### config.mk
export PLATFORM = sky130hd
export DESIGN_NAME = src_switch_ctrl
export DESIGN_NICKNAME = d
export VERILOG_FILES = /design/src/rtl/src_switch_ctrl_pkg.sv /design/src/rtl/src_switch_ctrl_vs_edge_sync.sv /design/src/rtl/src_switch_ctrl.sv
export SDC_FILE = /design/constraint.sdc
export NUM_CORES = 1
export LEC_CHECK = 0
export CORE_MARGIN = 2
export CORE_UTILIZATION = 53
export DETAILED_ROUTE_END_ITERATION = 16
export GPL_TIMING_DRIVEN = 0
export PLACE_DENSITY = 0.8
export SLEW_MARGIN = 0
export SYNTH_ARGS = -nofsm -noshare
export SYNTH_HDL_FRONTEND = slang
export SYNTH_SLANG_ARGS = --single-unit
### constraint.sdc
create_clock -name clk27 -period 2 [get_ports clk27]
set_input_delay 0.3 -clock clk27 [delete_from_list [all_inputs] [get_ports clk27]]
set_output_delay 0.3 -clock clk27 [all_outputs]
set_load 0.01 [all_outputs]
### src/rtl/src_switch_ctrl_pkg.sv
// Shared types and defaults for the HDMI source switch controller.
// Imported by the edge synchronizer and the controller top.
package src_switch_ctrl_pkg;

  localparam int TIMEOUT_W_DEF   = 20;
  localparam int SYNC_STAGES_DEF = 2;

  typedef enum logic [2:0] {
    ST_IDLE     = 3'd0,
    ST_WAIT_OLD = 3'd1,
    ST_SWITCH   = 3'd2,
    ST_WAIT_NEW = 3'd3,
    ST_UNMUTE   = 3'd4
  } state_e;

endpackage

### src/rtl/src_switch_ctrl_vs_edge_sync.sv
// VSYNC synchronizer with registered falling-edge pulse.
// Pulse rises STAGES+1 clocks after the input edge.
module vs_edge_sync
  import src_switch_ctrl_pkg::*;
#(
  parameter int STAGES = SYNC_STAGES_DEF
) (
  input  logic clk27,
  input  logic reset_n,
  input  logic vs_n,
  output logic fall
);

  logic [STAGES-1:0] sync_q;
  logic [STAGES-1:0] sync_d;
  logic              last_q;
  logic              last_d;
  logic              fall_q;
  logic              fall_d;

  // shift chain plus delayed copy for edge detect
  always_comb begin
    sync_d[0] = vs_n;
    for (int i = 1; i < STAGES; i++) begin
      sync_d[i] = sync_q[i-1];
    end
    last_d = sync_q[STAGES-1];
    fall_d = last_q & ~sync_q[STAGES-1];
  end

  // chain resets to the inactive (high) VSYNC level
  always_ff @(posedge clk27 or negedge reset_n) begin
    if (!reset_n) begin
      sync_q <= '1;
      last_q <= 1'b1;
      fall_q <= 1'b0;
    end else begin
      sync_q <= sync_d;
      last_q <= last_d;
      fall_q <= fall_d;
    end
  end

  assign fall = fall_q;

endmodule

### src/rtl/src_switch_ctrl.sv
// Frame-aligned HDMI source switch: mute on old VSYNC,
// swap mux, stay muted for N new-source frames.
module src_switch_ctrl
  import src_switch_ctrl_pkg::*;
#(
  parameter int TIMEOUT_W   = TIMEOUT_W_DEF,
  parameter int SYNC_STAGES = SYNC_STAGES_DEF
) (
  input  logic       clk27,
  input  logic       reset_n,
  input  logic       sel_req,
  input  logic       vs_sc,
  input  logic       vs_vg,
  input  logic [3:0] mute_frames,
  output logic       sel,
  output logic       mute,
  output logic       busy,
  output logic       timeout_err
);

  localparam logic [TIMEOUT_W-1:0] TO_MAX = '1;

  state_e               state_q, state_d;
  logic                 sel_q, sel_d;
  logic                 mute_q, mute_d;
  logic                 busy_q, busy_d;
  logic                 err_q, err_d;
  logic                 tgt_q, tgt_d;
  logic [3:0]           frm_q, frm_d;
  logic [TIMEOUT_W-1:0] to_q, to_d;

  logic sc_fall;
  logic vg_fall;
  logic ev;
  logic to_hit;

  vs_edge_sync #(.STAGES(SYNC_STAGES)) u_sync_sc (
    .clk27   (clk27),
    .reset_n (reset_n),
    .vs_n    (vs_sc),
    .fall    (sc_fall)
  );

  vs_edge_sync #(.STAGES(SYNC_STAGES)) u_sync_vg (
    .clk27   (clk27),
    .reset_n (reset_n),
    .vs_n    (vs_vg),
    .fall    (vg_fall)
  );

  // sel already points at the new source during WAIT_NEW
  assign ev     = sel_q ? vg_fall : sc_fall;
  assign to_hit = (to_q == TO_MAX) && !ev;

  // next-state and registered-output computation
  always_comb begin
    state_d = state_q;
    sel_d   = sel_q;
    mute_d  = mute_q;
    busy_d  = busy_q;
    err_d   = err_q;
    tgt_d   = tgt_q;
    frm_d   = frm_q;
    to_d    = to_q;
    unique case (state_q)
      ST_IDLE: begin
        if (sel_req != sel_q) begin
          state_d = ST_WAIT_OLD;
          busy_d  = 1'b1;
          err_d   = 1'b0;
          tgt_d   = sel_req;
          to_d    = '0;
        end else begin
          mute_d = 1'b0;
        end
      end
      ST_WAIT_OLD: begin
        if (ev || to_hit) begin
          state_d = ST_SWITCH;
          mute_d  = 1'b1;
          if (to_hit) err_d = 1'b1;
        end else if (to_q != TO_MAX) begin
          to_d = to_q + TIMEOUT_W'(1);
        end
      end
      ST_SWITCH: begin
        state_d = ST_WAIT_NEW;
        sel_d   = tgt_q;
        frm_d   = mute_frames;
        to_d    = '0;
      end
      ST_WAIT_NEW: begin
        if (ev) begin
          to_d = '0;
          if (frm_q == 4'd0) begin
            state_d = ST_UNMUTE;
            mute_d  = 1'b0;
            busy_d  = 1'b0;
          end else begin
            frm_d = frm_q - 4'd1;
          end
        end else if (to_hit) begin
          state_d = ST_UNMUTE;
          mute_d  = 1'b0;
          busy_d  = 1'b0;
          err_d   = 1'b1;
        end else if (to_q != TO_MAX) begin
          to_d = to_q + TIMEOUT_W'(1);
        end
      end
      ST_UNMUTE: begin
        state_d = ST_IDLE;
      end
      default: begin
        state_d = ST_IDLE;
      end
    endcase
  end

  // all state and outputs; reset mutes and aborts any sequence
  always_ff @(posedge clk27 or negedge reset_n) begin
    if (!reset_n) begin
      state_q <= ST_IDLE;
      sel_q   <= 1'b0;
      mute_q  <= 1'b1;
      busy_q  <= 1'b0;
      err_q   <= 1'b0;
      tgt_q   <= 1'b0;
      frm_q   <= '0;
      to_q    <= '0;
    end else begin
      state_q <= state_d;
      sel_q   <= sel_d;
      mute_q  <= mute_d;
      busy_q  <= busy_d;
      err_q   <= err_d;
      tgt_q   <= tgt_d;
      frm_q   <= frm_d;
      to_q    <= to_d;
    end
  end

  assign sel         = sel_q;
  assign mute        = mute_q;
  assign busy        = busy_q;
  assign timeout_err = err_q;

endmodule
# [Word level (Yosys, flattened, before mapping)]
# Cells that the tools add are included.
[word_totals] mem_bits_ro=0 inputBits=9 word_cells=81 mem_bits_rw=0 n_memories=0 out_inout_bits=4 latch_bits=0 regBits=40
[classes] bitwise=4 muxes=29 n_lt_le_gt_ge=0 add_sub_neg=2 n_div=0 n_shift=0 mul=0 n_eq_ne=16 n_reduce_logical=16
[ops] operator="20-bit two-way mux" n=5
[ops] operator="20-bit one-hot mux with 4 select lines" n=1
[ops] operator="20-bit by 1-bit adder with 20-bit output, second input constant" n=1
[ops] operator="20-bit == test, second input constant" n=1
[ops] operator="20-bit != test, second input constant" n=1
[ops] operator="4-bit AND reduction" n=4
[ops] operator="3-bit two-way mux" n=5
[ops] operator="2-bit != test, second input constant" n=7
[ops] operator="3-bit one-hot mux with 4 select lines" n=1
[ops] operator="1-bit two-way mux" n=11
[ops] operator="3-bit != test, second input constant" n=3
[ops] operator="4-bit two-way mux" n=2
[ops] operator="4-bit one-hot mux with 2 select lines" n=1
[ops] operator="3-bit by 2-bit == test with 1-bit output, second input constant" n=2
[ops] operator="1-bit one-hot mux with 3 select lines" n=2
[ops] operator="5-bit AND reduction" n=1
[ops] operator="4-bit logical NOT" n=1
[ops] operator="2-bit nonzero test" n=2
[ops] operator="4-bit nonzero test" n=1
[ops] operator="4-bit by 1-bit subtractor with 4-bit output, second input constant" n=1
[ops] operator="3-bit by 1-bit == test with 1-bit output, second input constant" n=1
[ops] operator="3-bit logical NOT" n=1
[ops] operator="3-bit AND reduction" n=1
[ops] operator="3-bit nonzero test" n=1
[ops] operator="8 further kinds" n=10

# [Depth between registers and ports, before layout]
# Gate-level depths: netlist of the first run.
[depth] word_depth=6 mapped_depth=8 mapped_depth_nobuf=7

# [Hierarchy]
# From an unflattened synthesis of the first run, not the netlist that was laid out.
[unflattened] hier_cells=222 hier_area_um2=2177.1
[modules_own_cells] mod="src_switch_ctrl" seq_area_each_um2=802.0 cells_per_inst=212 n_inst=1 area_each_um2=1941.9
[modules_own_cells] mod="vs_edge_sync" seq_area_each_um2=103.8 cells_per_inst=5 n_inst=2 area_each_um2=117.6

# [Worst setup path before layout of the first run]
# Ideal clock, no wire load.
[synth_timing] path_kind="flip-flop to flip-flop" from="register state_q[0]" to="register to_q[14]" path_stages_with_launch=7 setup_slack_ps=20 arrival_time_ps=1902 setup_ps=78 required_time_ps=1922 period_less_slack_ps=1980 n_path_buf=1 path_cell_list="dfrtp_1 mux2_1 a32o_2 or2_1 buf_6 or4_1 a21oi_1"
[synth_between] elab_chain_len=3 elab_cells_between_ends=10 cone_classes="6 x eq/ne; 1 x mux; 3 x reduce/logical"
[synth_lines] element="from (decl)" line="src_switch_ctrl.sv:23" source="state_e state_q, state_d;"
[synth_lines] element="from (signal assigned)" line="src_switch_ctrl.sv:132" source="state_q <= state_d;"
[synth_lines] element="3-bit by 2-bit == test with 1-bit output (tied with other cells)" line="src_switch_ctrl.sv:65" source="unique case (state_q)"
[synth_lines] element="3-bit != test (no source line) (tied with other cells)"
[synth_lines] element="4-bit AND reduction (no source line)"
[synth_lines] element="to (signal assigned)" line="src_switch_ctrl.sv:139" source="to_q <= to_d;"
[synth_lines] element="to (decl)" line="src_switch_ctrl.sv:30" source="logic [TIMEOUT_W-1:0] to_q, to_d;"
# Parallel ways exist; a longest one is shown, timed or not.
# A chain may end at the register's enable or synchronous reset.

# [Final worst setup path of the first run]
[layout_timing] from="register state_q[0]" to="register to_q[4]"
# Same word-level chain as after synthesis.

==> impl_metrics.json, run 1 <==
{
  "gp_routability_congestion": 0.841,
  "crit_path_max_incr_delay_ns": 0.43,
  "netlist_area_sq_mm": 0.00211,
  "max_slew_margin_pct": 41.5,
  "synth.ff_latch_count": 40,
  "post-synth-top-area-fraction_pct": 39.2,
  "cts_buffers": 5,
  "synthesis.nets": 229,
  "tightestPinTransition_ns": 0.878,
  "cts_htree_levels": 2,
  "wire_length_reported_by_the_detailed_router_um": 4920,
  "drtPass1Iterations": 4,
  "total_power_mw": 3.27,
  "number_of_antenna_violations_at_the_first_check_in_global_routing": 0,
  "global_route.usage.total_pct": 23.0,
  "die_width_um": 67.1,
  "max_vdd_drop_mv": 0.677,
  "finClkSkew_ns": 0.00594,
  "synth-main-ff-cell": "sky130_fd_sc_hd__dfrtp_1",
  "final.period_utilization_pct": 102,
  "synth.most_common_cell": "sky130_fd_sc_hd__dfrtp_1",
  "worstPathRequired_ns": 2.23,
  "place_inst": 278,
  "finalNonFillerCells": 301,
  "root_buffer": "sky130_fd_sc_hd__clkbuf_8",
  "fin_area_sq_mm": 0.00269,
  "power_density_mw_per_mm2": 1220,
  "route.detailed.vias_per_inst": 6.14,
  "worstSkewPairLatency_ns": 0.30,
  "num_rows": 22,
  "area_growth_pct": 27.5,
  "timing.setup.tns_ns": -0.0534,
  "synth_enable_flop_cells": 0,
  "syn_warnings": 0,
  "fmax_mhz": 491,
  "async_reset_ff_share_pct": 100,
  "routed_wire_length_per_instance_um": 16.4,
  "detailroute.via_count": 1847,
  "holdBufCountCts": 0,
  "route.detailed.drc": 0,
  "post_synth_inst_count": 218,
  "fillCellCount": 292,
  "dpl-instance-area_sq_mm": 0.00228,
  "yosysUniqueCellTypes": 53,
  "rr_startpoint": "state_q[0]",
  "rr_worst_depth": 6,
  "grt_max_degree": 41,
  "synthesis.area_per_instance_sq_um": 9.67,
  "finalHoldViolCount": 0,
  "leakage_nw": 1.08,
  "initial_core_util_pct": 56.3,
  "ys_seq_area_share_pct": 47.9,
  "maxSlewViolCount": 0,
  "hpwl_um": 2890,
  "setup.worst_path.class": "register to register",
  "num-nets-final": 263,
  "grt_setup_unrepaired": "yes",
  "final-setup-viol-count": 3,
  "detail_route.iter0.violations": 106,
  "io-pin-count": 13,
  "critical_path.max_fanout": 10,
  "ys_top_cells_by_area": "sky130_fd_sc_hd__dfrtp_1 39%, sky130_fd_sc_hd__dfstp_2 8.7%, sky130_fd_sc_hd__a21oi_1 4.5%",
  "cp_cell_sequence": "mux2_4 > a32o_2 > a211o_1 > buf_6 > or3_1 > a21oi_2",
  "crit_start": "state_q[0]",
  "min-delay-path-class": "input port to async pin",
  "violations_in_the_final_reports": "setup timing",
  "max_cap_check_violation_count": 0,
  "worst_case_clock_buffer_depth": 2,
  "setup.worst_path.end_class": "register",
  "ant_nets": 0,
  "die_h_um": 67.1,
  "run_status": "complete, but fails checks",
  "worst_setup_hold_path_clk_slew_ns": 0.08,
  "clock_sinks": 40,
  "number_of_global_route_vias_before_repair": 1734,
  "ys_top_cells_by_count": "33 x sky130_fd_sc_hd__dfrtp_1, 19 x sky130_fd_sc_hd__a21oi_1, 17 x sky130_fd_sc_hd__nor2_1",
  "die_area_sq_mm": 0.00450,
  "floorplan.core_area_sq_mm": 0.00374,
  "port_buffers": 12,
  "setup_ws_ns": -0.0348,
  "tritoncts": "yes",
  "diodes": 0,
  "critical_path.slowest_cell": "sky130_fd_sc_hd__dfrtp_1",
  "fraction_of_layout_cells_with_a_size_suffix_above_1_pct": 28.5,
  "grt_first_pass_wirelength_um": 7710,
  "finalCoreUtilization_pct": 71.8,
  "setup.worst_path.start_class": "register",
  "globalRoute.totalOverflow": 0,
  "final_critical_period_ns": 2.03,
  "yosys.area.top_type": "sky130_fd_sc_hd__dfrtp_1",
  "cp_data_arrival_time_ns": 2.26
}
==> where the power goes <==
part	internal (mW)	switching, mW
logic	0.669	0.831
registers	0.961	0.123
clock network	0.376	0.314
==> flip-flops by register name, summed over array words and instances (netlist names) <==
signal	flops
sel	1
u_sync_sc.last_q	1
frm_q	4
u_sync_vg.sync_q	2
u_sync_vg.last_q	1
u_sync_sc.sync_q	2
timeout_err	1
state_q	3
busy	1
to_q	20
tgt_q	1
u_sync_sc.fall	1
u_sync_vg.fall	1
mute	1
==> per-layer routing <==
metal | vias up | GRT usage, % | share of wire, %
li1 | 885 | - | -
met1 | 913 | 29.5 | 45
met2 | 41 | 36.3 | 50
met3 | 8 | 6.08 | 3.7
met4 | 0 | 10.2 | 1.6
met5 | - | 0 | 0
==> per-stage QoR <==
stage          setup WS [ns]  hold slack [ns]
2_1_floorplan         0.0204          0.00441
3_3_place_gp          -0.460            0.346
3_5_place_dp          -0.476            0.347
4_1_cts              -0.0267            0.135
5_1_grt              -0.0880            0.193
6_report             -0.0348            0.110
==> worst paths after layout <==
path	slack (ns)	endpoint
worst max-delay path	-0.03	to_q[4]
worst max register to register	-0.03	to_q[4]
min in group clk27	0.36	u_sync_vg.sync_q[1]
max in group asynchronous	1.34	to_q[0]
worst min-delay path	0.11	frm_q[3]
worst min register to register	0.36	u_sync_vg.sync_q[1]
==> critical path: cells and delay by family (launching register included) <==
family                 cells  cell delay [ns]
AOI/OAI and AO/OA          3             0.69
and+or+nand+nor            1             0.37
muxes                      1             0.31
buffers and inverters      1             0.16
DFF                        1             0.43
==> what timing repair did <==
item,4_1_cts,5_1_grt
gates resized for setup,14,29
setup buffers,9,7
pin swaps,7,15
setup endpoints to repair,20,24
hold endpoints to repair,0,0
==> layout by cell type (no fill, tap or decap), types with 5 or more instances in the layout <==
cell,Yosys,routed
sky130_fd_sc_hd__o31ai_1,7,5
sky130_fd_sc_hd__inv_1,6,6
sky130_fd_sc_hd__clkbuf_8,0,5
sky130_fd_sc_hd__o21ai_1,9,8
sky130_fd_sc_hd__or3_1,9,8
sky130_fd_sc_hd__nand2_1,16,15
sky130_fd_sc_hd__o21ai_0,6,6
sky130_fd_sc_hd__a21oi_1,19,13
sky130_fd_sc_hd__clkdlybuf4s50_1,0,10
sky130_fd_sc_hd__nor2_1,17,16
sky130_fd_sc_hd__dfstp_2,7,7
sky130_fd_sc_hd__dfrtp_1,33,33
sky130_fd_sc_hd__nand3_1,10,8
sky130_fd_sc_hd__a21oi_2,0,6
sky130_fd_sc_hd__buf_4,1,15
==> cell type report <==
| type | count | area [sq um] | area share, % |
|---|---|---|---|
| well taps | 48 | 60.1 | 2.24 |
| plain buffers | 8 | 56.3 | 2.10 |
| inverters | 6 | 22.5 | 0.838 |
| repair buffers | 28 | 241 | 8.99 |
| clock buffers | 5 | 68.8 | 2.56 |
| clock inverters | 3 | 46.3 | 1.72 |
| flip-flops and latches | 40 | 1010 | 37.6 |
| multi-input cells | 163 | 1180 | 44.0 |
==> logic make-up after synthesis <==
group	synth area share (%)
simple gates	24.5
compound gates	18.2
flops	47.9
buf+inv	3.38
mux	3.50
xor+xnor	1.25
fa+ha+maj	1.19
(Power assumes the default switching activity.)
==> run 2: changes to the inputs <==
--- a/config.mk
+++ b/config.mk
@@ -6,10 +6,10 @@
 export NUM_CORES = 1
 export LEC_CHECK = 0
 export CORE_MARGIN = 2
-export CORE_UTILIZATION = 53
+export CORE_UTILIZATION = 58
 export DETAILED_ROUTE_END_ITERATION = 16
 export GPL_TIMING_DRIVEN = 0
-export PLACE_DENSITY = 0.8
+export PLACE_DENSITY = 0.83
 export SLEW_MARGIN = 0
 export SYNTH_ARGS = -nofsm -noshare
 export SYNTH_HDL_FRONTEND = slang
==> constraint.sdc (replaced) <==
create_clock -name clk27 -period 1.9 [get_ports clk27]
set_input_delay 0.285 -clock clk27 [delete_from_list [all_inputs] [get_ports clk27]]
set_output_delay 0.285 -clock clk27 [all_outputs]
set_load 0.01 [all_outputs]
==> impl_metrics.json, run 2 (synthesis results as in run 1) <==
{
  "worstPathRequired_ns": 2.15,
  "num_rows": 21,
  "clock_sinks": 40,
  "violations_in_the_final_reports": "setup timing",
  "setup_ws_ns": -0.193,
  "io-pin-count": 13,
  "number_of_antenna_violations_at_the_first_check_in_global_routing": 0,
  "fmax_mhz": 478,
  "biggestRegsByFlops": "to_q x20, frm_q x4, state_q x3",
  "detail_route.iter0.violations": 184,
  "max_cap_check_violation_count": 0,
  "die_width_um": 64.3,
  "die_h_um": 64.3,
  "maxSlewViolCount": 0,
  "rr_startpoint": "u_sync_vg.fall",
  "root_buffer": "sky130_fd_sc_hd__clkbuf_4",
  "globalRoute.totalOverflow": 0,
  "fraction_of_layout_cells_with_a_size_suffix_above_1_pct": 39.8,
  "route.detailed.vias_per_inst": 6.51,
  "finalCoreUtilization_pct": 85.7,
  "worstSkewPairLatency_ns": 0.38,
  "mostFrequentLayoutCells": "30 x sky130_fd_sc_hd__dfrtp_1, 27 x sky130_fd_sc_hd__buf_4, 16 x sky130_fd_sc_hd__nor2_1",
  "final-setup-viol-count": 20,
  "num-nets-final": 279,
  "route.detailed.drc": 0,
  "power_density_mw_per_mm2": 1230,
  "finalHoldViolCount": 0,
  "gp_routability_congestion": 0.897,
  "drtPass1Iterations": 4,
  "global_route.usage.total_pct": 26.5,
  "cp_data_arrival_time_ns": 2.35,
  "run_status": "complete, but fails checks",
  "hpwl_um": 2980,
  "wire_length_reported_by_the_detailed_router_um": 6180,
  "diodes": 0,
  "ant_nets": 0,
  "routed_wire_length_per_instance_um": 19.6,
  "cts_htree_levels": 2,
  "floorplan.core_area_sq_mm": 0.00342,
  "number_of_global_route_vias_before_repair": 1827,
  "holdBufCountCts": 0,
  "tritoncts": "yes",
  "min-delay-path-class": "input port to async pin",
  "finClkSkew_ns": 0.0173,
  "critical_path.max_fanout": 6,
  "grt_max_degree": 41,
  "rr_worst_depth": 7,
  "area_growth_pct": 39.0,
  "max_slew_margin_pct": 39.8,
  "leakage_nw": 1.17,
  "worst_case_clock_buffer_depth": 2,
  "setup.worst_path.start_class": "register",
  "die_area_sq_mm": 0.00413,
  "worst_setup_hold_path_clk_slew_ns": 0.14,
  "setup.worst_path.end_class": "register",
  "largest_register": "to_q",
  "max_vdd_drop_mv": 0.784,
  "timing.setup.tns_ns": -1.62,
  "final_critical_period_ns": 2.09,
  "port_buffers": 12,
  "total_power_mw": 3.59,
  "final.period_utilization_pct": 110,
  "grt_first_pass_wirelength_um": 8470,
  "cts_buffers": 5,
  "flip_flop_count_of_the_largest_register_all_copies_and_words_added": 20,
  "detailroute.via_count": 2050,
  "initial_core_util_pct": 61.7,
  "grt_setup_unrepaired": "yes",
  "setup.worst_path.class": "register to register",
  "tightestPinTransition_ns": 0.903,
  "crit_start": "u_sync_vg.fall",
  "mostFrequentLayoutCell": "sky130_fd_sc_hd__dfrtp_1"
}
run 2: cell types whose count changed in the layout (fill, tap and decap cells not counted), sizes merged:
cell | before | now
buf | 21 | 35
clkbuf | 9 | 11
clkinv | 0 | 1
inv | 7 | 6
run 2: metrics by stage:
step	setup slack [ns]	hold WS [ns]	std cells	cell area, sq um
detailed placement	-0.570	0.348	276	2290
global placement	-0.524	0.348	276	2290
CTS	-0.131	0.0507	298	2560
global route	-0.202	0.0954	315	2930
floorplan	-0.0582	-0.0106	218	2110
finish	-0.193	0.0150	315	2930
run 2: power by group:
part / internal, mW / total (mW) / switching [mW] / leakage [nW]
Sequential: 1.02 / 1.14 / 0.128 / 0.503
Clock: 0.274 / 0.585 / 0.310 / 0.0412
Combinational: 0.833 / 1.86 / 1.03 / 0.624
Total: 2.12 / 3.59 / 1.47 / 1.17
run 2: what timing repair did:
action	in CTS	in global routing
setup endpoints to repair	23	29
gates cloned	1	1
gates resized for setup	22	47
pin swaps	15	17
buffers inserted	14	16
run 2: layer usage:
layer,share of wire [%],GRT usage [%]
met4,3.5,8.78
met5,0,0
met3,5.7,5.81
met2,50,41.9
met1,40,36.2
run 2: cell type report:
cell class,instances,area [sq um]
clock buffers,5,37.5
multi-input cells,163,1310
clock inverters,3,42.5
fillers,170,488
well taps,46,57.6
plain buffers,8,56.3
repair buffers,44,387
inverters,6,22.5
flip-flops and latches,40,1010
run 2: final timing paths:
kind	slack, ns	endpoint
worst max-delay path	-0.19	to_q[8]
worst min-delay path	0.02	to_q[17]
worst max register to register	-0.19	to_q[8]
worst min register to register	0.37	u_sync_sc.sync_q[1]
max in group asynchronous	1.25	to_q[0]
min in group clk27	0.31	u_sync_sc.sync_q[0]
run 2: worst max-delay path: stages (launching register included):
cell                        delay (ns)
sky130_fd_sc_hd__dfrtp_1          0.47
sky130_fd_sc_hd__mux2_4           0.28
sky130_fd_sc_hd__a32o_2           0.26
sky130_fd_sc_hd__a211o_4          0.31
sky130_fd_sc_hd__buf_6            0.15
sky130_fd_sc_hd__clkbuf_16        0.15
sky130_fd_sc_hd__o31ai_2          0.25
sky130_fd_sc_hd__a21oi_2          0.10
